==> src/rtl/mult_pkg.sv <==
// Shared types for the sequential multiplier.
// Exports: state_t (IDLE/RUN/DONE) and MULT_WIDTH_DEF.
package mult_pkg;

  typedef enum logic [1:0] {
    IDLE = 2'd0,
    RUN  = 2'd1,
    DONE = 2'd2
  } state_t;

  localparam int MULT_WIDTH_DEF = 16;

endpackage

==> src/rtl/cla_adder_p.sv <==
// Parametrised carry-lookahead adder.
// Ports: in1, in2 (WIDTH), cin -> sum (WIDTH), cout.
// Carries are fully looked ahead inside 4-bit groups;
// group carries ripple from one group to the next.
module cla_adder_p #(
  parameter int WIDTH = 16
) (
  input  logic [WIDTH-1:0] in1,
  input  logic [WIDTH-1:0] in2,
  input  logic             cin,
  output logic [WIDTH-1:0] sum,
  output logic             cout
);

  localparam int NG = (WIDTH + 3) / 4;

  logic [WIDTH-1:0] g;
  logic [WIDTH-1:0] p;

  assign g = in1 & in2;
  assign p = in1 ^ in2;

  for (genvar j = 0; j < NG; j++) begin : g_grp
    localparam int B  = 4 * j;
    localparam int GW = (WIDTH - B >= 4) ? 4 : WIDTH - B;

    logic          ci;
    logic          co;
    logic [GW-1:0] gg;
    logic [GW-1:0] pp;
    logic [GW:0]   cc;

    if (j == 0) begin : g_first
      assign ci = cin;
    end else begin : g_next
      assign ci = g_grp[j-1].co;
    end

    assign gg    = g[B+GW-1:B];
    assign pp    = p[B+GW-1:B];
    assign cc[0] = ci;

    // Every carry depends only on group g/p and ci,
    // never on a lower carry of the same group.
    for (genvar m = 1; m <= GW; m++) begin : g_m
      logic [m:0] t;
      for (genvar k = 0; k < m; k++) begin : g_k
        if (k == m - 1) begin : g_top
          assign t[k] = gg[k];
        end else begin : g_prop
          assign t[k] = gg[k] & (&pp[m-1:k+1]);
        end
      end
      assign t[m]  = (&pp[m-1:0]) & ci;
      assign cc[m] = |t;
    end

    assign sum[B+GW-1:B] = pp ^ cc[GW-1:0];
    assign co            = cc[GW];
  end

  assign cout = g_grp[NG-1].co;

endmodule

==> src/rtl/seq_mult.sv <==
// Sequential shift-add multiplier, one partial product per clock.
// Ports: clk, rst (sync, active-high), start, in1, in2 -> busy, done,
// product (2*WIDTH, held until next accepted start).
// Optional macro SEQ_MULT_SIGNED_EN adds input sgn for two's complement.
module seq_mult
  import mult_pkg::*;
#(
  parameter int WIDTH = MULT_WIDTH_DEF
) (
  input  logic               clk,
  input  logic               rst,
  input  logic               start,
`ifdef SEQ_MULT_SIGNED_EN
  input  logic               sgn,
`endif
  input  logic [WIDTH-1:0]   in1,
  input  logic [WIDTH-1:0]   in2,
  output logic               busy,
  output logic               done,
  output logic [2*WIDTH-1:0] product
);

  localparam int CNT_W = $clog2(WIDTH) + 1;
  localparam logic [CNT_W-1:0] LAST = CNT_W'(WIDTH - 1);

  state_t             state;
  logic [WIDTH-1:0]   acc;
  logic [WIDTH-1:0]   mq;
  logic [WIDTH-1:0]   mcand;
  logic [CNT_W-1:0]   count;

  logic [WIDTH-1:0]   addend;
  logic [WIDTH-1:0]   sum;
  logic               cout;
  logic [WIDTH-1:0]   acc_nx;
  logic [WIDTH-1:0]   mq_nx;
  logic [2*WIDTH-1:0] result;
  logic [2*WIDTH-1:0] prod_nx;
  logic [WIDTH-1:0]   ld_mcand;
  logic [WIDTH-1:0]   ld_mq;

  assign addend = mq[0] ? mcand : '0;

  cla_adder_p #(
    .WIDTH(WIDTH)
  ) u_cla (
    .in1  (acc),
    .in2  (addend),
    .cin  (1'b0),
    .sum  (sum),
    .cout (cout)
  );

  // {cout,sum,mq} >> 1: carry-out becomes the new acc MSB.
  assign acc_nx = {cout, sum[WIDTH-1:1]};
  assign mq_nx  = {sum[0], mq[WIDTH-1:1]};
  assign result = {acc_nx, mq_nx};

`ifdef SEQ_MULT_SIGNED_EN
  logic neg;
  logic ld_neg;

  // Magnitudes: the most negative value maps to 2^(WIDTH-1).
  assign ld_mcand = (sgn & in1[WIDTH-1]) ? -in1 : in1;
  assign ld_mq    = (sgn & in2[WIDTH-1]) ? -in2 : in2;
  assign ld_neg   = sgn & (in1[WIDTH-1] ^ in2[WIDTH-1]);
  assign prod_nx  = neg ? -result : result;
`else
  assign ld_mcand = in1;
  assign ld_mq    = in2;
  assign prod_nx  = result;
`endif

  always_ff @(posedge clk) begin
    if (rst) begin
      state   <= IDLE;
      busy    <= 1'b0;
      done    <= 1'b0;
      product <= '0;
      count   <= '0;
      acc     <= '0;
      mq      <= '0;
      mcand   <= '0;
`ifdef SEQ_MULT_SIGNED_EN
      neg     <= 1'b0;
`endif
    end else begin
      done <= 1'b0;
      unique case (state)
        IDLE, DONE: begin
          if (start) begin
            mcand <= ld_mcand;
            mq    <= ld_mq;
            acc   <= '0;
            count <= '0;
`ifdef SEQ_MULT_SIGNED_EN
            neg   <= ld_neg;
`endif
            busy  <= 1'b1;
            state <= RUN;
          end else begin
            state <= IDLE;
          end
        end
        RUN: begin
          acc   <= acc_nx;
          mq    <= mq_nx;
          count <= count + CNT_W'(1);
          if (count == LAST) begin
            product <= prod_nx;
            done    <= 1'b1;
            busy    <= 1'b0;
            state   <= DONE;
          end
        end
        default: begin
          busy  <= 1'b0;
          state <= IDLE;
        end
      endcase
    end
  end

endmodule

==> config.mk <==
export PLATFORM = sky130hd
export DESIGN_NAME = seq_mult
export DESIGN_NICKNAME = d
export VERILOG_FILES = /design/src/rtl/mult_pkg.sv /design/src/rtl/cla_adder_p.sv /design/src/rtl/seq_mult.sv
export SDC_FILE = /design/constraint.sdc
export NUM_CORES = 1
export LEC_CHECK = 0
export BUFFER_PORTS_ARGS = -buffer_cell sky130_fd_sc_hd__buf_2
export CAP_MARGIN = 20
export CORE_AREA = 2 2 104 106
export CTS_CLUSTER_SIZE = 20
export DETAILED_ROUTE_END_ITERATION = 10
export DIE_AREA = 0 0 106 108
export GPL_TIMING_DRIVEN = 0
export PLACE_DENSITY = 0.69
export SLEW_MARGIN = 0
export SYNTH_ARGS = -nofsm -noshare
export SYNTH_HDL_FRONTEND = slang
export SYNTH_SLANG_ARGS = --single-unit
==> constraint.sdc <==
create_clock -name clk -period 2.6 [get_ports clk]
set_input_delay 0.26 -clock clk [delete_from_list [all_inputs] [get_ports clk]]
set_output_delay 0.26 -clock clk [all_outputs]
set_load 0.03 [all_outputs]
# Word level (Yosys, flattened, before mapping)

Index checks and enable logic that the tools add are counted.

Add/sub/neg operators: 1
Eq/ne operators: 5
Mux-type cells: 14
Bitwise gates (word level): 43
Reductions and logical operators: 44

Operators by type and width:

| cell                                           | number |
|---|---|
| case mux 16 bit (2 select lines)               | 2 |
| two-way mux 16 bit                             | 3 |
| bitwise AND 1 bit                              | 36 |
| AND reduction 2 bit                            | 15 |
| AND reduction 3 bit                            | 7 |
| bitwise AND 16 bit                             | 1 |
| OR reduction 4 bit                             | 4 |
| bitwise XOR 16 bit                             | 1 |
| bitwise XOR 4 bit                              | 4 |
| OR reduction 5 bit                             | 3 |
| AND reduction 4 bit                            | 3 |
| OR reduction 2 bit                             | 6 |
| OR reduction 3 bit                             | 4 |
| case mux 5 bit (2 select lines)                | 1 |
| adder 5 x 1 -> 5 bit (second input constant)   | 1 |
| == test 5 x 4 -> 1 bit (second input constant) | 1 |
| two-way mux 5 bit                              | 1 |
| two-way mux 1 bit                              | 4 |
| != test 2 bit (second input constant)          | 2 |
| case mux 2 bit (2 select lines)                | 1 |
| == test 2 x 1 -> 1 bit (second input constant) | 1 |
| == test 2 bit (second input constant)          | 1 |
| zero test 2 bit                                | 1 |
| two-way mux 2 bit                              | 1 |
| 3 further kinds                                | 3 |

Bits in registers: 89
Input bits: 35
Output and inout port bits: 34
Logic and storage cells: 115

# Longest topological paths before layout

Depth in word-level cells: 13
Gate-level depth with buffers: 12

# Cells and area by module

A second synthesis with hierarchy kept.

Cells, all modules: 427
Area total of the unflattened synthesis: 3,952.5 µm²

Modules (own cells, without submodules):

| module      | instances | cells an instance | area an instance (µm²) | seq. area each (µm²) |
|---|---|---|---|---|
| seq_mult    | 1         | 345               | 3,269.4                | 1,781.7 |
| cla_adder_p | 1         | 82                | 683.2                  | 0.0 |

# Worst setup path before layout

OpenSTA, ideal clock, no wires.

Path kind: reg-to-reg
Start point: register mq[0]
End point: register acc[12]
Setup time: 128 ps
Arrival: 2,400 ps
Required time: 2,472 ps
Setup slack: 72 ps
Cell stages (with the launch flop): 12
Buffers on the path: 1
Cell sequence: dfxtp_1 -> clkbuf_1 -> and2_1 -> ha_1 -> a21oi_1 -> o31ai_1 -> a21oi_2 -> nand2_1 -> fa_1 -> xor2_1 -> a22oi_1 -> nor2_1

Cells in the longest elaborated chain, start to end: 13

Ends and longest elaborated chain:

| element                                                    | line              | source |
|---|---|---|
| start: declaration                                         | seq_mult.sv:28    | `logic [WIDTH-1:0] mq;` |
| start signal: assignment                                   | seq_mult.sv:93    | `mq <= ld_mq;` |
| start signal: assignment                                   | seq_mult.sv:107   | `mq <= mq_nx;` |
| two-way mux 16 bit *                                       | seq_mult.sv:42    | `assign addend = mq[0] ? mcand : '0;` |
| bitwise XOR 16 bit                                         | cla_adder_p.sv:21 | `assign p = in1 ^ in2;` |
| AND reduction 3 bit or AND reduction 2 bit (tied branches) | cla_adder_p.sv:51 | `assign t[k] = gg[k] & (&pp[m-1:k+1]);` |
| bitwise AND 1 bit                                          | cla_adder_p.sv:51 |  |
| OR reduction 4 bit                                         | cla_adder_p.sv:55 | `assign cc[m] = \|t;` |
| bitwise AND 1 bit                                          | cla_adder_p.sv:54 | `assign t[m] = (&pp[m-1:0]) & ci;` |
| OR reduction 5 bit                                         | cla_adder_p.sv:55 |  |
| bitwise AND 1 bit                                          | cla_adder_p.sv:54 |  |
| OR reduction 5 bit                                         | cla_adder_p.sv:55 |  |
| bitwise AND 1 bit                                          | cla_adder_p.sv:54 |  |
| OR reduction 2 bit                                         | cla_adder_p.sv:55 |  |
| bitwise XOR 4 bit *                                        | cla_adder_p.sv:58 | `assign sum[B+GW-1:B] = pp ^ cc[GW-1:0];` |
| case mux 16 bit (2 select lines) *                         | seq_mult.sv:89    | `unique case (state)` |
| end signal: assignment                                     | seq_mult.sv:106   | `acc <= acc_nx;` |
| end: declaration                                           | seq_mult.sv:27    | `logic [WIDTH-1:0] acc;` |

Mark *: on every way between the ends. The rest lies on a longest branch, timed or not.
A chain may end at the register's enable or synchronous reset.

# Final worst setup path

Ends and elaborated chain as after synthesis.

==> out/metrics.sh <==
SEQ_PWR_SHARE=0.523
YS.WARNINGS.COUNT=0
WORST-R2R-CELL-COUNT=11
YOSYSSEQAREASHARE=0.439
POST-SYNTH-TOP-AREA-CELL='sky130_fd_sc_hd__dfxtp_1'
WORST_HOLD_STARTPOINT='in1[1]'
CELLPOWERDENSITY_mW_PER_MM2=544
FF_TO_FF_END='acc[12]'
LAYOUT-DRIVE-GT1-SHARE=0.243
SYNTH.NET_COUNT=542
CLOCK.FMAX_MHz=399
CTS.CLK_SLEW.WORST_PATHS_NS=0.09
LEAKAGE_nW=2.09
P_SW_W=0.000697
TIMING.FINAL.MAX_SLEW_VIOLATIONS=0
FINALPOWER_W=0.00273
DETAIL_ROUTE.WIRELENGTH_MM=10.9
MAX_SLEW.WORST_PIN.SLEW_NS=0.638
FLOORPLAN.INITIALDENSITY=0.396
IO_PINS=69
GRT_PASS1_VIAS=3601
PLACEMENT.IO_BUFFERS=68
SETUP.WORST_PATH.CLASS='reg2reg'
SYN_AVG_CELL_AREA_UM2=8.36
FIN_CRIT_NS=2.51
CRITICAL_PATH.CELL_CHAIN='buf_4 > and2_1 > ha_2 > a21oi_2 > o31ai_2 > a21oi_2 > nand2_2 > fa_1 > xor2_1 > a22oi_1 > nor2_1'
GRT_ANTENNA_BEFORE_REPAIR=0
CP_DATA_ARRIVAL_TIME_NS=2.74
SLOWEST_DELAY_NS=0.40
POSTSYNTH.ASYNCRESETSHARE=0
CRITPATHCAPTURETYPE='flop'
HOLD_PATH_CLASS='in2reg'
FINALSETUPVIOLATIONS=0
POWER.IR.VDD_WORST_mV=0.322
DP.FINAL_HPWL_MM=7.81
CTS.PATH.MAX_BUFFERS=2
RUN_STATUS='finished clean'
SYNTH.LIB_CELLS_USED.DISTINCT=47
CRIT_PATH_FREQUENT_CELL='sky130_fd_sc_hd__a21oi_2'
SYNTHDOMINANTCELLAREASHARE=0.439
RELSLEWSLACK=0.574
PERIOD_SHARE=0.965
FINAL.HOLD.WORST_SLACK_NS=0.128
ROUTABILITY_CONGESTION_ESTIMATE_FROM_GLOBAL_PLACEMENT=0.819
SYNTHCELLS=485
ANTENNA-DIODE-COUNT=0
DETAIL-ROUTE-ANTENNA-NETS=0
YOSYS-TOP-CELLS-AREA='sky130_fd_sc_hd__dfxtp_1, sky130_fd_sc_hd__nand2_1, sky130_fd_sc_hd__a21oi_1'
NUMBER_OF_ENABLE_TYPE_REGISTER_CELLS_IN_THE_SYNTHESIZED_NETLIST=0
NET_COUNT_FINAL=628
CLOCK_TREE.ROOT_CELL='sky130_fd_sc_hd__clkbuf_8'
CTS_MADE_BUFFERS=9
DRT_ITER0_MARKERS=231
DIE_AREA_MM2=0.0114
PLACEMENT_ROWS=37
P_SW_FRAC=0.256
P_CLK_FRAC=0.387
CLOCK_LATENCY_NS=0.36
MAX_CAP_VIOL_COUNT=0
CP_DATA_REQUIRED_TIME_NS=2.84
SYNTH_SEQ_CELLS=89
REG2REG_SETUP_SLACK_NS=0.09
WORST_HOLD_PATH.NUM_CELLS=3
CRIT_FANOUT=10
WORST_HOLD_PATH.ENDPOINT='mcand[1]'
DIE_W_UM=106
CLOCK_TREE_FROM_TRITONCTS='built'
YOSYS-TOP-CELLS-COUNT='sky130_fd_sc_hd__nand2_1, sky130_fd_sc_hd__dfxtp_1, sky130_fd_sc_hd__a21oi_1, sky130_fd_sc_hd__nor2_1, sky130_fd_sc_hd__a22oi_1'
SYN_AREA_MM2=0.00406
WORSTREG2REGSTART='mq[0]'
VERT_DIE_DIM_UM=108
CLOCK_SINK_COUNT=89
HOLDBUFCOUNTCTS=0
ROUTE.DETAILED.WL_PER_INST_UM=15.4
YOSYS.CELL_COUNT.TOP_TYPE='sky130_fd_sc_hd__nand2_1'
FINAL.SETUP_SKEW_NS=0.00849
P_COMB_FRAC=0.090
SYN_TO_FINAL_GROWTH_PCT=23.7
VIA_COUNT=3669
ROUTED_VIA_DENSITY=5.15
GRT.TOTAL_USAGE=0.195
FIRST_PASS_GRT_WIRE_LENGTH_MM=17.4
GLOBAL_ROUTE.OVERFLOW_TOTAL=0
CTS_HTREE_LEVELS=3
INTERNAL_POWER_W=0.00203
SYNTH-MAIN-FF-CELL='sky130_fd_sc_hd__dfxtp_1'
CORE_REGION_MM2=0.0102
TIMING_HOLD_VIOLATIONS_FINAL=0
SLOWEST_STAGE_CELL_CRIT_PATH='sky130_fd_sc_hd__fa_1'
START_KIND='flop'
FIRST_PASS_ITERATION_COUNT_OF_THE_DETAILED_ROUTER=6
DETAIL_ROUTE.DRC_VIOLATIONS=0
GRT_MAX_DEGREE=16
-- worst max path at each step --
stage,to,depth (start not counted),startpoint,slack [ns]
6_report,acc[12],11,mq[0],0.09
5_1_grt,acc[12],11,mq[0],-0.05
4_1_cts,acc[11],10,mq[0],-0.006
3_5_place_dp,acc[12],11,mq[0],-0.44
3_3_place_gp,acc[12],11,mq[0],-0.35
2_1_floorplan,acc[12],11,mq[0],0.07
-- flip-flops by register name, summed over array words and instances, names as in the netlist --
signal   flops
mcand       16
count        5
busy         1
product     32
done         1
state        2
acc         16
mq          16
-- per-layer routing --
| metal | global-route usage | up-vias | part of all wire |
|---|---|---|---|
| li1 | - | 1833 | - |
| met1 | 0.240 | 1703 | 0.45 |
| met2 | 0.341 | 115 | 0.47 |
| met3 | 0.0313 | 18 | 0.051 |
| met4 | 0.0771 | 0 | 0.025 |
| met5 | 0 | - | 0 |
-- worst max-delay path: cells and delay by family (launching register included) --
family	cells	cell delay [ns]
fa+ha+maj	2	0.72
compound gates	4	0.63
flops	1	0.38
simple gates	3	0.30
xor+xnor	1	0.19
buf+inv	1	0.16
-- cell type report --
class | count | area [um2]
Fill cell | 1012 | 5210
Multi-Input combinational cell | 352 | 2250
Sequential cell | 89 | 1790
Timing Repair Buffer | 75 | 393
Tap cell | 136 | 170
Buffer | 32 | 156
Clock buffer | 9 | 124
Clock inverter | 7 | 93.8
Inverter | 12 | 45.0
-- metrics by stage --
| stage | instance area (um2) | setup TNS, ns | util | instances | setup WS [ns] |
|---|---|---|---|---|---|
| final | 5020 | 0 | 0.490 | 712 | 0.0920 |
| after global routing | 5020 | -0.0713 | 0.490 | 712 | -0.0512 |
| after CTS | 4880 | -0.00577 | 0.477 | 708 | -0.00577 |
| after detailed placement | 4570 | -2.43 | 0.446 | 689 | -0.439 |
| after global placement | 4570 | -1.67 | 0.446 | 689 | -0.348 |
| after floorplan | 4060 | 0 | - | 485 | 0.0721 |
-- cells by family after synthesis --
| logic type | synth area share |
|---|---|
| buffers and inverters | 0.0487 |
| AOI/OAI and AO/OA | 0.204 |
| muxes | 0.00494 |
| xor gates and xnor gates | 0.0151 |
| and+or+nand+nor | 0.213 |
| DFF | 0.439 |
| adders and majority gates | 0.0753 |
-- power groups by stage --
stage | Sequential [W] | Combinational, W | Clock [W]
CTS | 0.00143 | 0.000240 | 0.00106
floorplan | 0.00145 | 0.000149 | 0
finish | 0.00143 | 0.000245 | 0.00106
global route | 0.00143 | 0.000272 | 0.00113
global placement | 0.00146 | 0.000230 | 0
detailed placement | 0.00146 | 0.000233 | 0
-- layout by cell type, fill, tap and decap left out, types with 5 or more instances in the layout --
cell,instances
sky130_fd_sc_hd__dfxtp_1,88
sky130_fd_sc_hd__clkbuf_1,19
sky130_fd_sc_hd__and2_1,15
sky130_fd_sc_hd__nand2_1,108
sky130_fd_sc_hd__buf_4,8
sky130_fd_sc_hd__clkbuf_8,9
sky130_fd_sc_hd__a21oi_1,70
sky130_fd_sc_hd__a22oi_1,24
sky130_fd_sc_hd__inv_1,10
sky130_fd_sc_hd__nor2_1,27
sky130_fd_sc_hd__buf_2,76
sky130_fd_sc_hd__nand3_1,11
sky130_fd_sc_hd__ha_4,5
sky130_fd_sc_hd__nand4_1,5
sky130_fd_sc_hd__ha_1,10
-- what timing repair did --
action / CTS / global route
setup endpoints to repair: 11 / 8
pin swaps: 5 / 12
resized for setup: 17 / 19
buffers inserted: 3 / 4
No activity file was read; power rests on OpenSTA's default activity.
